--- src/rtl/wall_spawn_controller_pkg.sv ---
// Shared wall definitions: FSM encodings, slot count and default geometry/timing.
// The height generator and renderer import this package as well.
package wall_defs;

    localparam int NUM_SLOTS       = 3;
    localparam int SCREEN_W_DEF    = 160;
    localparam int STEP_DEF        = 1;
    localparam int SPAWN_TICKS_DEF = 54;
    localparam int BIRD_X_DEF      = 40;
    localparam int MAX_H_DEF       = 93;

    typedef enum logic [1:0] {
        IDLE  = 2'd0,
        RUN   = 2'd1,
        SPAWN = 2'd2
    } state_t;

    // Saturate a generator height at the ceiling (8-bit unsigned compare).
    function automatic logic [7:0] clamp_height(input logic [7:0] h, input logic [7:0] max_h);
        return (h > max_h) ? max_h : h;
    endfunction

endpackage

--- src/rtl/wall_spawn_controller_slot.sv ---
// One on-screen wall: position, height and valid bit, with load, scroll and
// crossing detection against the bird column.
module wall_slot
    import wall_defs::*;
#(
    parameter int SCREEN_W = SCREEN_W_DEF,
    parameter int STEP     = STEP_DEF,
    parameter int BIRD_X   = BIRD_X_DEF
) (
    input  logic       clk,
    input  logic       resetn,
    input  logic       load,
    input  logic [7:0] load_h,
    input  logic       scroll,
    output logic       active,
    output logic [7:0] x,
    output logic [7:0] h,
    output logic       crossed
);

    localparam logic [7:0] X_SPAWN = 8'(SCREEN_W - 1);
    localparam logic [7:0] STEP_W  = 8'(STEP);
    localparam logic [7:0] BIRD_W  = 8'(BIRD_X);

    logic [7:0] x_next;

    // A wall crosses when this scroll moves it from at/right of the bird to left of it.
    always_comb begin
        x_next  = x - STEP_W;
        crossed = scroll && active && (x >= STEP_W) && (x >= BIRD_W) && (x_next < BIRD_W);
    end

    // Load a fresh wall at the right edge, otherwise scroll or retire an active one.
    always_ff @(posedge clk or negedge resetn) begin
        if (!resetn) begin
            active <= 1'b0;
            x      <= 8'd0;
            h      <= 8'd0;
        end else if (load) begin
            active <= 1'b1;
            x      <= X_SPAWN;
            h      <= load_h;
        end else if (scroll && active) begin
            if (x < STEP_W) begin
                active <= 1'b0;
            end else begin
                x <= x_next;
            end
        end
    end

endmodule

--- src/rtl/wall_spawn_controller.sv ---
// Wall spawn controller: paces height requests from the frame tick, hands the
// returned height to the lowest free slot and scrolls all walls each tick.
module wall_spawn_controller
    import wall_defs::*;
#(
    parameter int SCREEN_W    = SCREEN_W_DEF,
    parameter int STEP        = STEP_DEF,
    parameter int SPAWN_TICKS = SPAWN_TICKS_DEF,
    parameter int BIRD_X      = BIRD_X_DEF,
    parameter int MAX_H       = MAX_H_DEF
) (
    input  logic       clk,
    input  logic       resetn,
    input  logic       enable,
    input  logic       tick,
    output logic       gen_req,
    input  logic       gen_ack,
    input  logic [7:0] gen_height,
    output logic [2:0] wall_active,
    output logic [7:0] wall_x0,
    output logic [7:0] wall_x1,
    output logic [7:0] wall_x2,
    output logic [7:0] wall_h0,
    output logic [7:0] wall_h1,
    output logic [7:0] wall_h2,
    output logic       wall_passed
);

    localparam logic [5:0] CNT_LAST = 6'(SPAWN_TICKS - 1);
    localparam logic [7:0] MAX_H_W  = 8'(MAX_H);

    state_t     state;
    state_t     next_state;
    logic [5:0] spawn_cnt;
    logic       tick_pending;
    logic       run_tick;
    logic       spawn_hit;
    logic       gen_req_next;
    logic [2:0] free_sel;
    logic [2:0] load_vec;
    logic [2:0] crossed;
    logic [7:0] clamped_h;
    logic [7:0] slot_x [NUM_SLOTS];
    logic [7:0] slot_h [NUM_SLOTS];

    // Lowest-index inactive slot, one-hot; zero when every slot is occupied.
    always_comb begin
        free_sel = 3'b000;
        if (!wall_active[0]) begin
            free_sel = 3'b001;
        end else if (!wall_active[1]) begin
            free_sel = 3'b010;
        end else if (!wall_active[2]) begin
            free_sel = 3'b100;
        end
    end

    // Next state, effective tick, slot load strobes and the next request level.
    always_comb begin
        next_state   = state;
        run_tick     = (state == RUN) && enable && (tick || tick_pending);
        spawn_hit    = run_tick && (spawn_cnt == CNT_LAST);
        load_vec     = 3'b000;
        clamped_h    = clamp_height(gen_height, MAX_H_W);
        case (state)
            IDLE: begin
                if (enable) begin
                    next_state = RUN;
                end
            end
            RUN: begin
                if (!enable) begin
                    next_state = IDLE;
                end else if (spawn_hit && (free_sel != 3'b000)) begin
                    next_state = SPAWN;
                end
            end
            SPAWN: begin
                if (gen_ack) begin
                    load_vec   = free_sel;
                    next_state = enable ? RUN : IDLE;
                end
            end
            default: next_state = IDLE;
        endcase
        gen_req_next = (next_state == SPAWN);
    end

    // State, request, spawn pacing, held tick and the merged crossing pulse.
    always_ff @(posedge clk or negedge resetn) begin
        if (!resetn) begin
            state        <= IDLE;
            gen_req      <= 1'b0;
            spawn_cnt    <= 6'd0;
            tick_pending <= 1'b0;
            wall_passed  <= 1'b0;
        end else begin
            state       <= next_state;
            gen_req     <= gen_req_next;
            wall_passed <= |crossed;
            if (run_tick) begin
                spawn_cnt <= spawn_hit ? 6'd0 : spawn_cnt + 6'd1;
            end
            if ((state == SPAWN) && tick) begin
                tick_pending <= 1'b1;
            end else if (run_tick) begin
                tick_pending <= 1'b0;
            end
        end
    end

    for (genvar i = 0; i < NUM_SLOTS; i++) begin : g_slot
        wall_slot #(
            .SCREEN_W (SCREEN_W),
            .STEP     (STEP),
            .BIRD_X   (BIRD_X)
        ) u_slot (
            .clk      (clk),
            .resetn   (resetn),
            .load     (load_vec[i]),
            .load_h   (clamped_h),
            .scroll   (run_tick),
            .active   (wall_active[i]),
            .x        (slot_x[i]),
            .h        (slot_h[i]),
            .crossed  (crossed[i])
        );
    end

    assign wall_x0 = slot_x[0];
    assign wall_x1 = slot_x[1];
    assign wall_x2 = slot_x[2];
    assign wall_h0 = slot_h[0];
    assign wall_h1 = slot_h[1];
    assign wall_h2 = slot_h[2];

endmodule

--- config.mk ---
export PLATFORM = sky130hd
export DESIGN_NAME = wall_spawn_controller
export DESIGN_NICKNAME = d
export VERILOG_FILES = /design/src/rtl/wall_spawn_controller_pkg.sv /design/src/rtl/wall_spawn_controller_slot.sv /design/src/rtl/wall_spawn_controller.sv
export SDC_FILE = /design/constraint.sdc
export NUM_CORES = 1
export LEC_CHECK = 0
export CAP_MARGIN = 30
export CORE_MARGIN = 2
export CORE_UTILIZATION = 52
export DETAILED_ROUTE_END_ITERATION = 16
export HOLD_SLACK_MARGIN = 0.15
export PLACE_DENSITY = 0.8
export SLEW_MARGIN = 20
export SYNTH_ARGS = -nofsm -noshare
export SYNTH_HDL_FRONTEND = slang
export SYNTH_SLANG_ARGS = --single-unit
--- constraint.sdc ---
create_clock -name clk -period 1.9 [get_ports clk]
set_input_delay 0.57 -clock clk [delete_from_list [all_inputs] [get_ports clk]]
set_output_delay 0.57 -clock clk [all_outputs]
set_load 0.02 [all_outputs]
==> results by group, run 1 <==
Pwr
  • LEAKAGE: 2.502 nW
  • Clk network pwr share: 0.358
  • Switching share of total power: 0.3111
  • P_sw: 1.251 mW
  • Peak VDD IR: 0.0008339 V
  • Sequential Power Share: 0.402
  • Logic pwr share: 0.240
  • Internal: 2.771 mW
  • Pwr Density: 870.3 nW/um^2

Floorplan
  • Num ports: 66
  • Die Ht: 84.60 um
  • Row cnt: 29
  • Die Footprint: 7157 um^2
  • Core Region: 6314 um^2
  • Initial core utilization: 0.5351
  • Die width: 84.60 um

CTS
  • Clk root buf: clkbuf_8
  • # clock sinks: 62
  • TritonCTS Buffers: 9
  • CTS tree: built
  • Clock transition at path regs: 0.08 ns
  • Clock Tree Buf Depth: 2
  • Clock Latency Late Sink: 0.33 ns
  • CTS H-Tree Depth: 3
  • CTS Hold Buffers Added: 0

Setup path
  • Crit Path Max Fanout: 2
  • Crit path cell chain: clkdlybuf4s50_1
  • Critical path depth in cells: 1
  • Worst path slowest cell: clkdlybuf4s50_1
  • Crit path DAT: 1.28 ns
  • FF-to-FF setup slack: 0.12 ns
  • Worst EP required: 1.33 ns
  • Worst-case reg-to-reg path depth: 5
  • Reg2reg start: g_slot[1].u_slot.x[4]
  • WS Path Type: reg -> out
  • CP endpoint: wall_x1[6]
  • CP Launch Point: g_slot[1].u_slot.x[6]
  • CP delay by family, top: buffers and inverters
  • Critical path capture point type: output pin
  • CP peak stage delay: 0.60 ns
  • CP Launch Type: flop
  • Reg-to-reg endpoint: wall_passed
  • Crit path buffers/inverters: 1

Synthesis
  • Syn nets: 377
  • Most frequent cell after synthesis: dfrtp_1
  • FFs w/ async S/R, synth: 1.000
  • EDFF count, synth: 0
  • Yosys warns: 0
  • Main synth FF type: dfrtp_1
  • Mapped Avg Cell Area: 9.516 um^2
  • Commonest cells post-synth: dfrtp_1, nand2_1, nor2_1
  • Yosys top cell by area: dfrtp_1
  • Yosys cell types: 63
  • Ranking of synthesized cells by area: dfrtp_1, nand2_1, o21ai_0
  • Sequential area share after synthesis: 0.4593
  • Yosys top cell area share: 0.4593
  • Synthesis-stage register bit count: 62
  • Syn Inst Count: 355
  • Syn Std Cell Area: 3378 um^2

Run
  • MaxCap Viol Count: 0

Run status
  • Outcome: finished, final reports clean

Global route
  • Initial antenna violation count: 0
  • GRT Residual Overflow: 0
  • Total GRT Usage: 0.2377
  • First-pass GRT wire length: 13.80 mm
  • Vias in the first global route: 2919
  • Largest net degree at the start of global routing: 63

STA
  • Worst-Margin Slew: 0.5384 ns
  • Setup violations, final: 0
  • Final hold vios: 0
  • RSZ-0062 raised after global routing: false
  • Worst Skew: 0.009163 ns
  • Final worst-path cycle share: 0.9762
  • Slew headroom: 0.6384
  • Tmin final: 1.855 ns
  • FMAX: 0.5391 GHz
  • Final Max Tran Viols: 0

Placement
  • Placed Instance Area: 4305 um^2
  • Post-DP HPWL: 5.694 mm
  • Port buffer count: 65
  • Placed Cells: 515
  • Routability Congestion: 0.8389

Final layout
  • Filler Cells Inserted: 479
  • Fin area: 4622 um^2
  • Layout Cells excl Fill: 532
  • Multi-input gate area: 1684 um^2
  • Area grow syn2layout: 36.81%
  • Register area: 1554 um^2
  • Layout cells sized above 1: 0.1956
  • Number of diodes: 0
  • Final nets: 472

Detailed routing
  • ANT nets after route: 0
  • Initial detailed-routing violation count: 185
  • DRT Pass-1 Iters: 4
  • Routed wl met2: 3.977 mm
  • Met3 wire length: 557 um
  • Routed WL per cell: 15.37 um
  • Max layer used: met4
  • Vias per inst: 5.560
  • Final wirelength: 8.177 mm
  • DRC errors left: 0
  • DR vias: 2958
  • M1 WL: 3.606 mm

Min path
  • Hold Crit Class: in -> async
==> power groups by stage <==
stage	Sequential, mW	Clock (mW)	Combinational (mW)
after CTS	1.61	1.46	0.951
after detailed placement	1.63	0	0.998
after global routing	1.64	1.52	1.05
after global placement	1.62	0	0.965
after floorplan	1.70	0	0.488
final	1.62	1.44	0.965
==> cells in the final DEF, fill, tap and decap left out, types with 3 or more instances in the layout <==
cell             Yosys  layout
bufinv_16            0       3
nor2b_1              3       3
or3_1                5       4
and2_1               3       3
nand4_1             11      11
o21ai_1             19      19
dlymetal6s2s_1       0      21
a21oi_1             15      15
nand3_2              4       3
ha_1                 9       8
nor3_2               2       3
o21ai_0             23      23
nand3_1              6       6
nand2b_1             3       3
mux2i_1              6       6
dlygate4sd2_1        0      24
nor3_1              10       9
xor2_1               6       6
nand2_1             51      50
dfrtp_1             62      60
inv_1               14      13
clkbuf_8             0      10
a21o_1               3       3
nor2_1              24      24
xnor2_1              5       5
clkdlybuf4s50_1      0      19
buf_4                4      40
==> per-layer routing <==
metal	GRT usage	vias up
met2	0.3837	96
met3	0.06588	5
met1	0.3175	1423
met5	0	-
met4	0.06494	0
li1	-	1434
==> timing repair <==
action,in CTS,in global routing
setup endpoints to repair,24,32
gates cloned,0,0
pin swaps,0,2
gates resized for setup,26,30
buffers inserted,0,1
==> worst min-delay path by stage <==
stage	to	slack (ns)
after floorplan	g_slot[0].u_slot.active	0.27
after global placement	g_slot[0].u_slot.h[1]	0.46
after detailed placement	g_slot[1].u_slot.h[1]	0.47
after CTS	g_slot[2].u_slot.x[4]	0.23
after global routing	g_slot[2].u_slot.x[5]	0.25
final	g_slot[2].u_slot.x[4]	0.22
==> logic make-up after synthesis <==
logic type	share of synthesized area
XOR/XNOR	0.02852
flip-flops	0.4593
adder cells (fa/ha/maj)	0.03333
multiplexers	0.02111
buffers and inverters	0.05333
AND/OR/NAND/NOR	0.2356
AO/OA/AOI/OAI	0.1689
==> per-stage QoR <==
step	total power, mW	util	hold slack, ns	setup TNS, ns	worst slack (ns)
6_report	4.023	0.7321	0.2184	0	0.04519
5_1_grt	4.210	0.7321	0.2462	0	0.002467
4_1_cts	4.018	0.7166	0.2335	0	0.002856
3_5_place_dp	2.629	0.6819	0.4744	-7.856	-0.2728
3_3_place_gp	2.589	0.6819	0.4632	-6.077	-0.2375
2_1_floorplan	2.185	-	0.2744	0	0.01783
==> registers in the layout, indices dropped and copies added (netlist names) <==
name                  cells
tick_pending              1
spawn_cnt                 6
g_slot.u_slot.x          24
g_slot.u_slot.active      3
wall_passed               1
state                     2
gen_req                   1
g_slot.u_slot.h          24
==> layout make-up <==
| cell class | count | share of cell area |
|---|---|---|
| multi-input combinational | 257 | 0.3644 |
| sequential | 62 | 0.3362 |
| timing repair buffer | 106 | 0.2139 |
| clock buffer | 10 | 0.02978 |
| clock inverter | 6 | 0.02355 |
| tap | 77 | 0.02084 |
| inverter | 14 | 0.01137 |
(Power assumes the default switching activity.)
==> run 2, diff against run 1 <==
--- a/config.mk
+++ b/config.mk
@@ -11,6 +11,7 @@
 export DETAILED_ROUTE_END_ITERATION = 16
 export HOLD_SLACK_MARGIN = 0.15
 export PLACE_DENSITY = 0.8
+export RECOVER_POWER = 100
 export SLEW_MARGIN = 20
 export SYNTH_ARGS = -nofsm -noshare
 export SYNTH_HDL_FRONTEND = slang
==> results by group, run 2 (synthesis gave the netlist of run 1 again) <==
STA
  • Setup violations, final: 0
  • Final Max Tran Viols: 0
  • Fin worst setup slack: 0.04986 ns
  • Final hold vios: 0
  • Slew headroom: 0.08223
  • Worst-Margin Slew: 1.377 ns
  • FMAX: 0.5405 GHz
  • Worst Skew: 0.008074 ns
  • Final worst-path cycle share: 0.9738
  • RSZ-0062 raised after global routing: false
  • Tmin final: 1.850 ns

Final layout
  • Commonest non-fill, non-tap cells in the layout: dfrtp_1, nand2_1, buf_4
  • Layout cells sized above 1: 0.1780
  • Commonest non-fill, non-tap cell in the layout: dfrtp_1
  • Biggest regs: g_slot.u_slot.h x24, g_slot.u_slot.x x24, spawn_cnt x6
  • Number of diodes: 0
  • Multi-input gate area: 1677 um^2
  • Area grow syn2layout: 30.30%
  • Register area: 1553 um^2
  • Filler Cells Inserted: 535
  • Fin area: 4402 um^2
  • Final nets: 472

Setup path
  • Critical path capture point type: output pin
  • Crit Path Max Fanout: 2
  • Crit path DAT: 1.28 ns
  • Crit path buffers/inverters: 1
  • Worst EP required: 1.33 ns
  • Crit path cell chain: clkdlybuf4s50_1
  • Worst path slowest cell: clkdlybuf4s50_1
  • CP peak stage delay: 0.60 ns
  • WS Path Type: reg -> out
  • CP Launch Type: flop
  • CP delay by family, top: buffers and inverters

Placement
  • Placed Instance Area: 4305 um^2
  • Port buffer count: 65
  • Worst slack at placement: -0.2728 ns
  • Routability Congestion: 0.8389
  • Post-DP HPWL: 5.694 mm

Global route
  • GRT Residual Overflow: 0
  • Vias in the first global route: 2919
  • Initial antenna violation count: 0
  • Largest net degree at the start of global routing: 63
  • Total GRT Usage: 0.2377
  • First-pass GRT wire length: 13.80 mm

Detailed routing
  • Routed WL per cell: 15.25 um
  • Final wirelength: 8.112 mm
  • ANT nets after route: 0
  • DR vias: 2961
  • Initial detailed-routing violation count: 213
  • Vias per inst: 5.566
  • DRC errors left: 0
  • DRT Pass-1 Iters: 5

CTS
  • CTS Hold Buffers Added: 0
  • CTS H-Tree Depth: 3
  • Clock transition at path regs: 0.07 ns
  • TritonCTS Buffers: 9
  • Clock Latency Late Sink: 0.33 ns
  • Clk root buf: clkbuf_8
  • CTS tree: built
  • # clock sinks: 62
  • Clock Tree Buf Depth: 2

Floorplan
  • Die Footprint: 7157 um^2
  • Die width: 84.60 um
  • Initial core utilization: 0.5351
  • Die Ht: 84.60 um
  • Core Region: 6314 um^2
  • Num ports: 66
  • Row cnt: 29

Pwr
  • Peak VDD IR: 0.0008185 V
  • LEAKAGE: 2.063 nW
  • Total power: 3.987 mW
  • Pwr Density: 905.8 nW/um^2

Run
  • MaxCap Viol Count: 0

Run status
  • Outcome: finished, final reports clean

Min path
  • Hold Crit Class: reg -> reg
run 2: layout make-up:
cell class | instances | share of cell area
sequential | 62 | 0.3528
timing repair buffer | 106 | 0.1765
tap | 77 | 0.02189
inverter | 14 | 0.01194
clock buffer | 10 | 0.03127
clock inverter | 6 | 0.02473
multi-input combinational | 257 | 0.3809
run 2: path summary, 6_finish.rpt:
path                                              end  depth (start not counted)                  start  slack [ns]
worst max-delay path                       wall_h0[3]                          1  g_slot[0].u_slot.h[3]        0.05
worst min register to register  g_slot[2].u_slot.h[0]                          2  g_slot[2].u_slot.h[0]        0.48
worst min-delay path            g_slot[2].u_slot.h[0]                          2  g_slot[2].u_slot.h[0]        0.48
worst max register to register            wall_passed                          7  g_slot[1].u_slot.x[0]        0.11
max in group asynchronous       g_slot[0].u_slot.x[4]                          2                 resetn        0.34
min in group asynchronous       g_slot[2].u_slot.x[0]                          2                 resetn        0.63
run 2: where the power goes:
group          internal (mW)  switching, mW  total (mW)
logic                  0.389          0.545       0.934
registers               1.45          0.171        1.62
clock network          0.905          0.531        1.44
run 2: metal layers:
metal | vias to the layer above | global-route usage | wire (um)
li1 | 1431 | - | -
met1 | 1411 | 0.3175 | 3541
met2 | 108 | 0.3837 | 3929
met3 | 11 | 0.06588 | 568
met4 | 0 | 0.06494 | 73
met5 | - | 0 | 0
run 2: timing repair:
item,in CTS,in global routing
setup buffers,0,1
pin swaps,0,2
gates resized for setup,26,30
endpoints found under the setup margin,24,32
run 2: stage by stage:
stage	hold WS [ns]	setup TNS, ns	instances	utilization
floorplan	0.2744	0	355	-
global placement	0.4632	-6.077	515	0.6819
detailed placement	0.4744	-7.856	515	0.6819
CTS	0.2335	0	531	0.7166
global route	0.5077	0	532	0.6972
finish	0.4827	0	532	0.6972
==> run 3, diff against run 2 <==
--- a/config.mk
+++ b/config.mk
@@ -15,4 +15,5 @@
 export SLEW_MARGIN = 20
 export SYNTH_ARGS = -nofsm -noshare
 export SYNTH_HDL_FRONTEND = slang
+export SYNTH_HIERARCHICAL = 1
 export SYNTH_SLANG_ARGS = --single-unit
==> results by group, run 3 <==
Detailed routing
  • Final wirelength: 8.956 mm
  • Initial detailed-routing violation count: 157
  • ANT nets after route: 0
  • DRT Pass-1 Iters: 4
  • DRC errors left: 0
  • Vias per inst: 5.932
  • Routed WL per cell: 16.90 um
  • DR vias: 3144

Setup path
  • Crit path DAT: 2.31 ns
  • CP peak stage delay: 0.45 ns
  • Crit path cell chain: inv_1 -> ha_1 -> or4b_1 -> a2bb2oi_1 -> o22a_1 -> a2111oi_2 -> or3_1
  • FF-to-FF setup slack: -0.13 ns
  • Worst-case reg-to-reg path depth: 7
  • Worst EP required: 2.18 ns
  • WS Path Type: reg -> reg
  • Crit Path Max Fanout: 2
  • Worst path slowest cell: or4b_1
  • Reg2reg start: g_slot[1].u_slot/x[1]
  • Reg-to-reg endpoint: wall_passed
  • CP Launch Type: flop
  • Critical path capture point type: flop

STA
  • Final worst-path cycle share: 1.070
  • Final Max Tran Viols: 0
  • Hold slack: 0.5093 ns
  • Tmin final: 2.032 ns
  • Slew headroom: 0.07229
  • Fin worst setup slack: -0.1324 ns
  • FMAX: 0.4920 GHz
  • Setup violations, final: 3
  • Worst-Margin Slew: 1.392 ns
  • Final hold vios: 0
  • RSZ-0062 raised after global routing: true
  • Worst Skew: 0.006015 ns

CTS
  • Clock transition at path regs: 0.07 ns
  • # clock sinks: 62
  • CTS tree: built
  • CTS Hold Buffers Added: 0
  • CTS H-Tree Depth: 3
  • Clk root buf: clkbuf_8
  • Clock Latency Late Sink: 0.34 ns
  • Clock Tree Buf Depth: 2
  • TritonCTS Buffers: 9

Min path
  • Min-Delay Path Depth: 1
  • HP Start: g_slot[0].u_slot/h[4]
  • WHS Endpoint: g_slot[0].u_slot/h[4]
  • Hold Crit Class: reg -> reg

Placement
  • Placed Instance Area: 4546 um^2
  • Port buffer count: 65
  • Post-DP HPWL: 6.146 mm
  • Placed Cells: 509
  • Routability Congestion: 0.9171

Final layout
  • Commonest non-fill, non-tap cells in the layout: dfrtp_1, buf_4, dlygate4sd2_1
  • Final nets: 469
  • Fin area: 4604 um^2
  • Number of diodes: 0
  • Layout cells sized above 1: 0.2759
  • Commonest non-fill, non-tap cell in the layout: dfrtp_1
  • Layout Cells excl Fill: 530
  • Biggest regs: g_slot.u_slot/h x24, g_slot.u_slot/x x24, spawn_cnt x6
  • Area grow syn2layout: 37.62%

Pwr
  • Sequential Power Share: 0.504
  • Pwr Density: 617.5 nW/um^2
  • LEAKAGE: 2.271 nW
  • Peak VDD IR: 0.0005385 V
  • P_sw: 723.3 uW
  • Total power: 2.843 mW
  • Clk network pwr share: 0.409
  • Logic pwr share: 0.088
  • Switching share of total power: 0.2544
  • Internal: 2.120 mW

Floorplan
  • Core Region: 6277 um^2
  • Die Ht: 84.21 um
  • Initial core utilization: 0.5330
  • Row cnt: 29
  • Die Footprint: 7091 um^2
  • Die width: 84.21 um
  • Num ports: 66

Global route
  • Initial antenna violation count: 0
  • Vias in the first global route: 3066
  • First-pass GRT wire length: 14.84 mm
  • GRT Residual Overflow: 0
  • Largest net degree at the start of global routing: 63
  • Total GRT Usage: 0.2633

Synthesis
  • Commonest cells post-synth: dfrtp_1, mux2_2, nand2_1
  • Sequential area share after synthesis: 0.4637
  • Ranking of synthesized cells by area: dfrtp_1, mux2_2, ha_1
  • Yosys cell types: 48
  • EDFF count, synth: 0
  • FFs w/ async S/R, synth: 1.000
  • Yosys warns: 6
  • Syn Inst Count: 315
  • Syn Std Cell Area: 3346 um^2
  • Yosys top cell area share: 0.4637
  • Synthesis-stage register bit count: 62
  • Yosys top cell by area: dfrtp_1
  • Mapped Avg Cell Area: 10.62 um^2
  • Main synth FF type: dfrtp_1
  • Most frequent cell after synthesis: dfrtp_1

Run status
  • Outcome: complete, but fails checks
  • Violated checks: setup timing

Run
  • MaxCap Viol Count: 0
-- run 3: worst max-delay path, delay by kind of cell (launching register included) --
| family | cells | cell delay [ns] |
|---|---|---|
| buffers and inverters | 1 | 0.08 |
| DFF | 1 | 0.40 |
| AOI/OAI and AO/OA | 3 | 0.70 |
| adders and majority gates | 1 | 0.16 |
| and+or+nand+nor | 2 | 0.63 |
-- run 3: stage by stage --
stage / utilization / worst slack [ns] / TNS, ns
global route: 0.7335 / -0.1879 / -0.6024
detailed placement: 0.7241 / -0.5659 / -18.55
finish: 0.7335 / -0.1324 / -0.2047
floorplan: - / -0.02551 / -0.02551
CTS: 0.7562 / -0.06286 / -0.06286
global placement: 0.7241 / -0.4988 / -16.73
-- run 3: layout make-up --
cell class,count,area (um^2)
Multi-Input combinational cell,229,1748
Fill cell,507,1673
Sequential cell,62,1559
Timing Repair Buffer,129,944.7
Clock buffer,12,145.1
Tap cell,77,96.34
Inverter,17,63.81
Clock inverter,4,47.55
-- run 3: kinds of logic (layout without fill, tap and decap cells) --
family,Yosys count,count (layout),synth area share
and+or+nand+nor,103,104,0.1904
AOI/OAI and AO/OA,83,83,0.1832
DFF,62,62,0.4637
buffers and inverters,27,162,0.03179
muxes,25,25,0.08414
adders and majority gates,8,8,0.02992
xor gates and xnor gates,6,6,0.01571
other,1,3,0.001121
-- run 3: power groups by stage --
stage | clock network [mW] | registers [mW] | logic [mW]
floorplan | 0 | 1.43 | 0.165
global placement | 0 | 1.45 | 0.250
detailed placement | 0 | 1.46 | 0.260
CTS | 1.18 | 1.43 | 0.262
global route | 1.24 | 1.44 | 0.279
finish | 1.16 | 1.43 | 0.249
-- run 3: how the worst max path moves through the flow --
stage	start	end	cells after the start
final	g_slot[1].u_slot/x[1]	wall_passed	7
after global routing	g_slot[1].u_slot/x[1]	wall_passed	5
after CTS	tick	wall_passed	7
after detailed placement	enable	wall_passed	7
after global placement	enable	wall_passed	7
after floorplan	g_slot[1].u_slot/x[0]	wall_passed	7
-- run 3: timing repair --
action,4_1_cts,5_1_grt
endpoints found under the setup margin,59,38
gates resized for setup,49,23
hold endpoints to repair,0,0
buffers inserted,1,2
pin swaps,10,4
gates cloned,2,0
-- run 3: metal layers --
layer / vias to the layer above / global-route usage / part of all wire
met2: 112 / 0.4235 / 0.50
met3: 21 / 0.05408 / 0.054
li1: 1452 / - / -
met5: - / 0 / 0
met1: 1559 / 0.3353 / 0.41
met4: 0 / 0.1408 / 0.027
